$ cat config.mk
export PLATFORM = sky130hd
export DESIGN_NAME = pipeline_ctrl
export DESIGN_NICKNAME = d
export VERILOG_FILES = /design/src/rtl/pipeline_ctrl_pkg.sv /design/src/rtl/pipeline_ctrl_hazard_detect.sv /design/src/rtl/pipeline_ctrl.sv
export SDC_FILE = /design/constraint.sdc
export NUM_CORES = 1
export LEC_CHECK = 0
export ABC_CLOCK_PERIOD_IN_PS = 2900
export CORE_MARGIN = 2
export CORE_UTILIZATION = 44
export DETAILED_ROUTE_END_ITERATION = 12
export PLACE_DENSITY = 0.84
export SYNTH_ARGS = -nofsm -noshare
export SYNTH_HDL_FRONTEND = slang
export SYNTH_SLANG_ARGS = --single-unit
$ cat constraint.sdc
create_clock -name clk -period 2.9 [get_ports clk]
set_input_delay 0.58 -clock clk [delete_from_list [all_inputs] [get_ports clk]]
set_output_delay 0.58 -clock clk [all_outputs]
set_load 0.01 [all_outputs]
$ cat src/rtl/pipeline_ctrl_pkg.sv
// Shared types for the RV32I pipeline control slice.
//   rv32i_word        : 32-bit datapath word (addresses, data)
//   rv32i_reg         : 5-bit architectural register index
//   pipe_ctrl_state_t : sequencer state of pipeline_ctrl
package pipeline_ctrl_pkg;

    typedef logic [31:0] rv32i_word;
    typedef logic [4:0]  rv32i_reg;

    typedef enum logic {
        RUN  = 1'b0,
        KILL = 1'b1
    } pipe_ctrl_state_t;

endpackage

$ cat src/rtl/pipeline_ctrl_hazard_detect.sv
// Load-use hazard compare for the ID stage.
//   idex_mem_read : instruction in id_ex is a load
//   idex_rd       : destination of that load
//   ifid_rs1/rs2  : sources of the instruction in if_id
//   ifid_use_rs1/2: whether those sources are actually read
//   load_use      : instruction in if_id must wait one cycle for the load
module hazard_detect
    import pipeline_ctrl_pkg::*;
(
    input  logic     idex_mem_read,
    input  rv32i_reg idex_rd,
    input  rv32i_reg ifid_rs1,
    input  rv32i_reg ifid_rs2,
    input  logic     ifid_use_rs1,
    input  logic     ifid_use_rs2,
    output logic     load_use
);

    logic rs1_hit;
    logic rs2_hit;

    assign rs1_hit  = ifid_use_rs1 && (ifid_rs1 == idex_rd);
    assign rs2_hit  = ifid_use_rs2 && (ifid_rs2 == idex_rd);
    // x0 is never a real dependency
    assign load_use = idex_mem_read && (idex_rd != 5'd0) && (rs1_hit || rs2_hit);

endmodule

$ cat src/rtl/pipeline_ctrl.sv
// Stall/flush sequencer for the 5-stage RV32I pipeline.
//   Inputs : cache handshakes (imem/dmem), id_ex/if_id register fields for
//            the load-use compare, EX-stage redirect and target.
//   Outputs: load/flush enables for PC, if_id, id_ex, ex_mem, mem_wb,
//            PC redirect select and address, fetch_kill, and a saturating
//            stall-cycle counter.
//
//   state | meaning
//   ------+---------------------------------------------------------------
//   RUN   | normal operation; redirects taken immediately if fetch is ready
//   KILL  | redirect captured in tgt_q, waiting for the in-flight fetch to
//         | return so it can be discarded and the PC redirected
module pipeline_ctrl
    import pipeline_ctrl_pkg::*;
#(
    parameter int CNT_W = 32
) (
    input  logic             clk,
    input  logic             rst,
    input  logic             imem_read,
    input  logic             imem_resp,
    input  logic             dmem_read,
    input  logic             dmem_write,
    input  logic             dmem_resp,
    input  logic             idex_mem_read,
    input  rv32i_reg         idex_rd,
    input  rv32i_reg         ifid_rs1,
    input  rv32i_reg         ifid_rs2,
    input  logic             ifid_use_rs1,
    input  logic             ifid_use_rs2,
    input  logic             ex_redirect,
    input  rv32i_word        ex_target,
    output logic             pc_load,
    output logic             pc_redirect,
    output rv32i_word        redirect_addr,
    output logic             if_id_load,
    output logic             if_id_flush,
    output logic             id_ex_load,
    output logic             id_ex_flush,
    output logic             ex_mem_load,
    output logic             mem_wb_load,
    output logic             fetch_kill,
    output logic [CNT_W-1:0] stall_count
);

    pipe_ctrl_state_t state, next_state;
    rv32i_word        tgt_q, tgt_d;
    logic             dmem_stall;
    logic             imem_stall;
    logic             load_use;
    logic             stall_event;

    hazard_detect u_hazard_detect (
        .idex_mem_read (idex_mem_read),
        .idex_rd       (idex_rd),
        .ifid_rs1      (ifid_rs1),
        .ifid_rs2      (ifid_rs2),
        .ifid_use_rs1  (ifid_use_rs1),
        .ifid_use_rs2  (ifid_use_rs2),
        .load_use      (load_use)
    );

    assign dmem_stall  = (dmem_read || dmem_write) && !dmem_resp;
    assign imem_stall  = imem_read && !imem_resp;
    assign stall_event = dmem_stall || imem_stall || load_use || (state == KILL);

    always_ff @(posedge clk or posedge rst) begin
        if (rst) begin
            state <= RUN;
            tgt_q <= '0;
        end else begin
            state <= next_state;
            tgt_q <= tgt_d;
        end
    end

    always_ff @(posedge clk or posedge rst) begin
        if (rst) begin
            stall_count <= '0;
        end else if (stall_event && (stall_count != {CNT_W{1'b1}})) begin
            stall_count <= stall_count + CNT_W'(1);
        end
    end

    always_comb begin
        pc_load       = 1'b0;
        pc_redirect   = 1'b0;
        redirect_addr = (state == KILL) ? tgt_q : ex_target;
        if_id_load    = 1'b0;
        if_id_flush   = 1'b0;
        id_ex_load    = 1'b0;
        id_ex_flush   = 1'b0;
        ex_mem_load   = 1'b0;
        mem_wb_load   = 1'b0;
        fetch_kill    = 1'b0;
        next_state    = state;
        tgt_d         = tgt_q;

        if (!rst) begin
            case (state)
                RUN: begin
                    if (dmem_stall) begin
                        // whole pipe freezes; an imem_resp here is dropped and refetched
                    end else if (ex_redirect && !imem_stall) begin
                        pc_load     = 1'b1;
                        pc_redirect = 1'b1;
                        if_id_load  = 1'b1;
                        if_id_flush = 1'b1;
                        id_ex_load  = 1'b1;
                        id_ex_flush = 1'b1;
                        ex_mem_load = 1'b1;
                        mem_wb_load = 1'b1;
                    end else if (ex_redirect) begin
                        // fetch still outstanding: park the target until it returns
                        if_id_load  = 1'b1;
                        if_id_flush = 1'b1;
                        id_ex_load  = 1'b1;
                        id_ex_flush = 1'b1;
                        ex_mem_load = 1'b1;
                        mem_wb_load = 1'b1;
                        tgt_d       = ex_target;
                        next_state  = KILL;
                    end else if (load_use) begin
                        id_ex_load  = 1'b1;
                        id_ex_flush = 1'b1;
                        ex_mem_load = 1'b1;
                        mem_wb_load = 1'b1;
                    end else if (imem_stall) begin
                        if_id_load  = 1'b1;
                        if_id_flush = 1'b1;
                        id_ex_load  = 1'b1;
                        ex_mem_load = 1'b1;
                        mem_wb_load = 1'b1;
                    end else begin
                        pc_load     = 1'b1;
                        if_id_load  = 1'b1;
                        id_ex_load  = 1'b1;
                        ex_mem_load = 1'b1;
                        mem_wb_load = 1'b1;
                    end
                end
                KILL: begin
                    // front end only carries bubbles until the stale fetch is dropped
                    if_id_load  = 1'b1;
                    if_id_flush = 1'b1;
                    id_ex_load  = 1'b1;
                    id_ex_flush = 1'b1;
                    ex_mem_load = !dmem_stall;
                    mem_wb_load = !dmem_stall;
                    if (imem_resp) begin
                        fetch_kill  = 1'b1;
                        pc_load     = 1'b1;
                        pc_redirect = 1'b1;
                        next_state  = RUN;
                    end
                end
                default: next_state = RUN;
            endcase
        end
    end

endmodule
==> results.toml <==
[timing]
period_needed_ps = 2825
hold_ws_ps = 485.0
worst_slack_ps = 75.30
tightestPinTransition_ps = 559.1
period_share_pct = 97.40
hold_viol = 0
finalSetupViolations = 0
finalClockSkew_ps = 11.81
clock.fmax_mhz = 354.0
report.final.slew_viol_count = 0
relSlewSlack_pct = 62.44
rsz0062_at_grt = "false"

[layout]
regArea_sq_um = 1627
nFillCells = 556
utilization_pct = 68.11
diodes = 0
area_growth_pct = 52.75
multi_input_area_sq_um = 1685
instances_no_fill = 547
nNetsFinal = 499
layout-drive-gt1-share_pct = 26.07

[synth]
yosys.area.top_type_share_pct = 47.95
synth_top_flop_cell = "dfrtp_1"
synthMuxAreaShare_pct = 21.25
synth_top_family_by_area = "multiplexers"
synth_cells = 290
synth_area_leaders = "dfrtp_1, mux2_2, xnor2_1"
synth_cell_types = 39
ys_seq_elements = 65
synth_area_per_cell_sq_um = 11.70
yosysMostFrequentCell = "dfrtp_1"
synth_nets = 349
yosys-top-cells-count = "dfrtp_1, mux2_2, nand2_1, xnor2_1, xor2_1"
yosysWarnings = 0
synthXorXnorAreaFrac_pct = 10.59
seq_area_frac_synth_pct = 47.95
synthArstFlopShare_pct = 100.0
synth_edf_count = 0
synth-simple-area-share_pct = 14.16
synth_compound_area_share_pct = 2.471
synth_area_sq_um = 3392
synth_fa_ha_area_share_pct = 0.3689
yosys.area.top_type = "dfrtp_1"

[placement]
portBuffers = 130
place_ws_ps = -381.1
placedCellCount = 531
place.gp.congestion = 0.7692
place.detailed.hpwl_mm = 6.231

[clock_network]
root_buffer = "clkbuf_8"
cts_tree = "yes"
clk_pin_slew_ps = 60
cts_buffers = 9
cts.sinks = 65
clockBufferDepth = 2
worstSkewPairLatency_ps = 340
holdBufCountCts = 0
htree_levels = 3

[job]
max-cap-violations = 0

[worst_setup_path]
timing.critical_path.buf_inv = 3
cp_cell_sequence = "clkdlybuf4s50_1, or4_4, o21ai_2, inv_2, a31oi_4, dlygate4sd2_1"
r2r_start = "stall_count[0]"
cp_max_fo = 3
critical_path_class = "primary input to output pin"
cp.arrival_ps = 2240
crit_slowest_cell = "or4_4"
start_kind = "primary input"
crit_required_ps = 2320
crit_family = "buffers and inverters"
rrSetupSlack_ps = 460
r2r_end = "stall_count[16]"
critPathMaxStageDelay_ps = 540
r2r_cells = 9
critPathCaptureType = "output pin"

[pwr]
p_total_mw = 2.937
internal-power_mw = 2.149
clockPowerShare_pct = 30.5
p_seq_share_pct = 41.7
power_density_nw_per_um2 = 566.9
p_sw_share_pct = 26.82
p_sw_mw = 0.7878
power_frac_comb_pct = 27.8
vdd_drop_max_v = 0.0005407
leakage_nw = 2.213

[floorplan]
ioPinCount = 131
start_util_pct = 44.59
num_rows = 32
fp.dieW_microns = 91.80
core_area_sq_um = 7607
die_h_microns = 91.80
die-area_sq_um = 8427

[route]
viasPerCell = 5.046
wl_mm = 8.315
drt-pass1-iter-count = 4
drt_iter0_drc = 126
num_vias = 2760
detail_route.wl_per_cell_microns = 15.20
drc = 0
ant_nets = 0

[global_routing]
grt_max_degree = 34
grt_pass1_vias = 2848
grt-ovfl-total = 0
grt.total_usage_pct = 19.80
antenna_found_initial = 0
grt_pass1_wl_mm = 13.34

[hold_path]
min_to = "stall_count[27]"
min_from = "stall_count[27]"
hp-class = "register to register"
hold_path_depth = 1

[run_status]
outcome = "completed"
-- sequential cells by signal, summed over array words and instances, names as in the netlist --
| register | flops |
|---|---|
| stall_count | 32 |
| tgt_q | 32 |
| state | 1 |
-- routing by layer --
layer	routed length (microns)	global-route usage (%)	vias to the layer above
met1	3459	24.68	1344
met5	0	0	-
li1	-	-	1317
met2	4242	34.01	85
met4	156	7.960	0
met3	457	3.615	14
-- repair_timing --
action | in CTS | in global routing
pin swaps | 1 | 2
gates cloned | 0 | 0
gates resized for setup | 13 | 7
setup endpoints to repair | 4 | 4
buffers inserted | 1 | 0
-- area by class of cell --
type	instances	area share [%]
multi-input cells	204	32.53
flip-flops and latches	65	31.39
repair buffers	151	28.35
clock buffers	12	3.188
well taps	102	2.463
clock inverters	4	1.425
inverters	9	0.6520
-- power groups by stage --
stage               combinational, mW  clock [mW]  sequential (mW)
finish                          0.816       0.897             1.22
global route                    0.879       0.958             1.25
CTS                             0.827       0.913             1.22
detailed placement              0.823           0             1.24
global placement                0.798           0             1.23
floorplan                       0.380           0             1.24
-- layout by cell type, fill, tap and decap left out, types with 3 or more instances in the layout --
master           synthesis  layout
inv_1                    9       7
buf_4                    1      19
xor2_1                  16      16
and3_1                   3       3
nor2_1                  14      14
xnor2_1                 25      25
nand3_1                  6       6
clkdlybuf4s50_1          0     124
nand4_1                  8       8
nor3_1                   7       7
mux2_2                  64      64
nor4_1                   7       7
dfrtp_1                 65      65
and4_1                   5       5
clkbuf_8                 0      12
nand2_1                 25      25
-- cell families after synthesis --
| logic type | Yosys count |
|---|---|
| adders and majority gates | 1 |
| DFF | 65 |
| muxes | 64 |
| AOI/OAI and AO/OA | 10 |
| and+or+nand+nor | 88 |
| xor gates and xnor gates | 41 |
| buffers and inverters | 21 |
-- how the worst max path moves through the flow --
stage,endpoint,from,depth (start not counted),slack [ps]
after floorplan,if_id_flush,idex_rd[1],5,430
after global placement,if_id_flush,idex_rd[1],7,-390
after detailed placement,if_id_flush,idex_rd[1],7,-380
after CTS,if_id_flush,idex_rd[1],8,-20
after global routing,if_id_flush,idex_rd[1],7,20
final,if_id_load,idex_rd[1],6,80
-- per-stage QoR --
stage	setup TNS, ps	instance area [sq um]
after global placement	-4806	4928
after detailed placement	-4997	4928
final	0	5181
after global routing	0	5181
after floorplan	0	3392
after CTS	-15.06	5174
(Power assumes the default switching activity.)
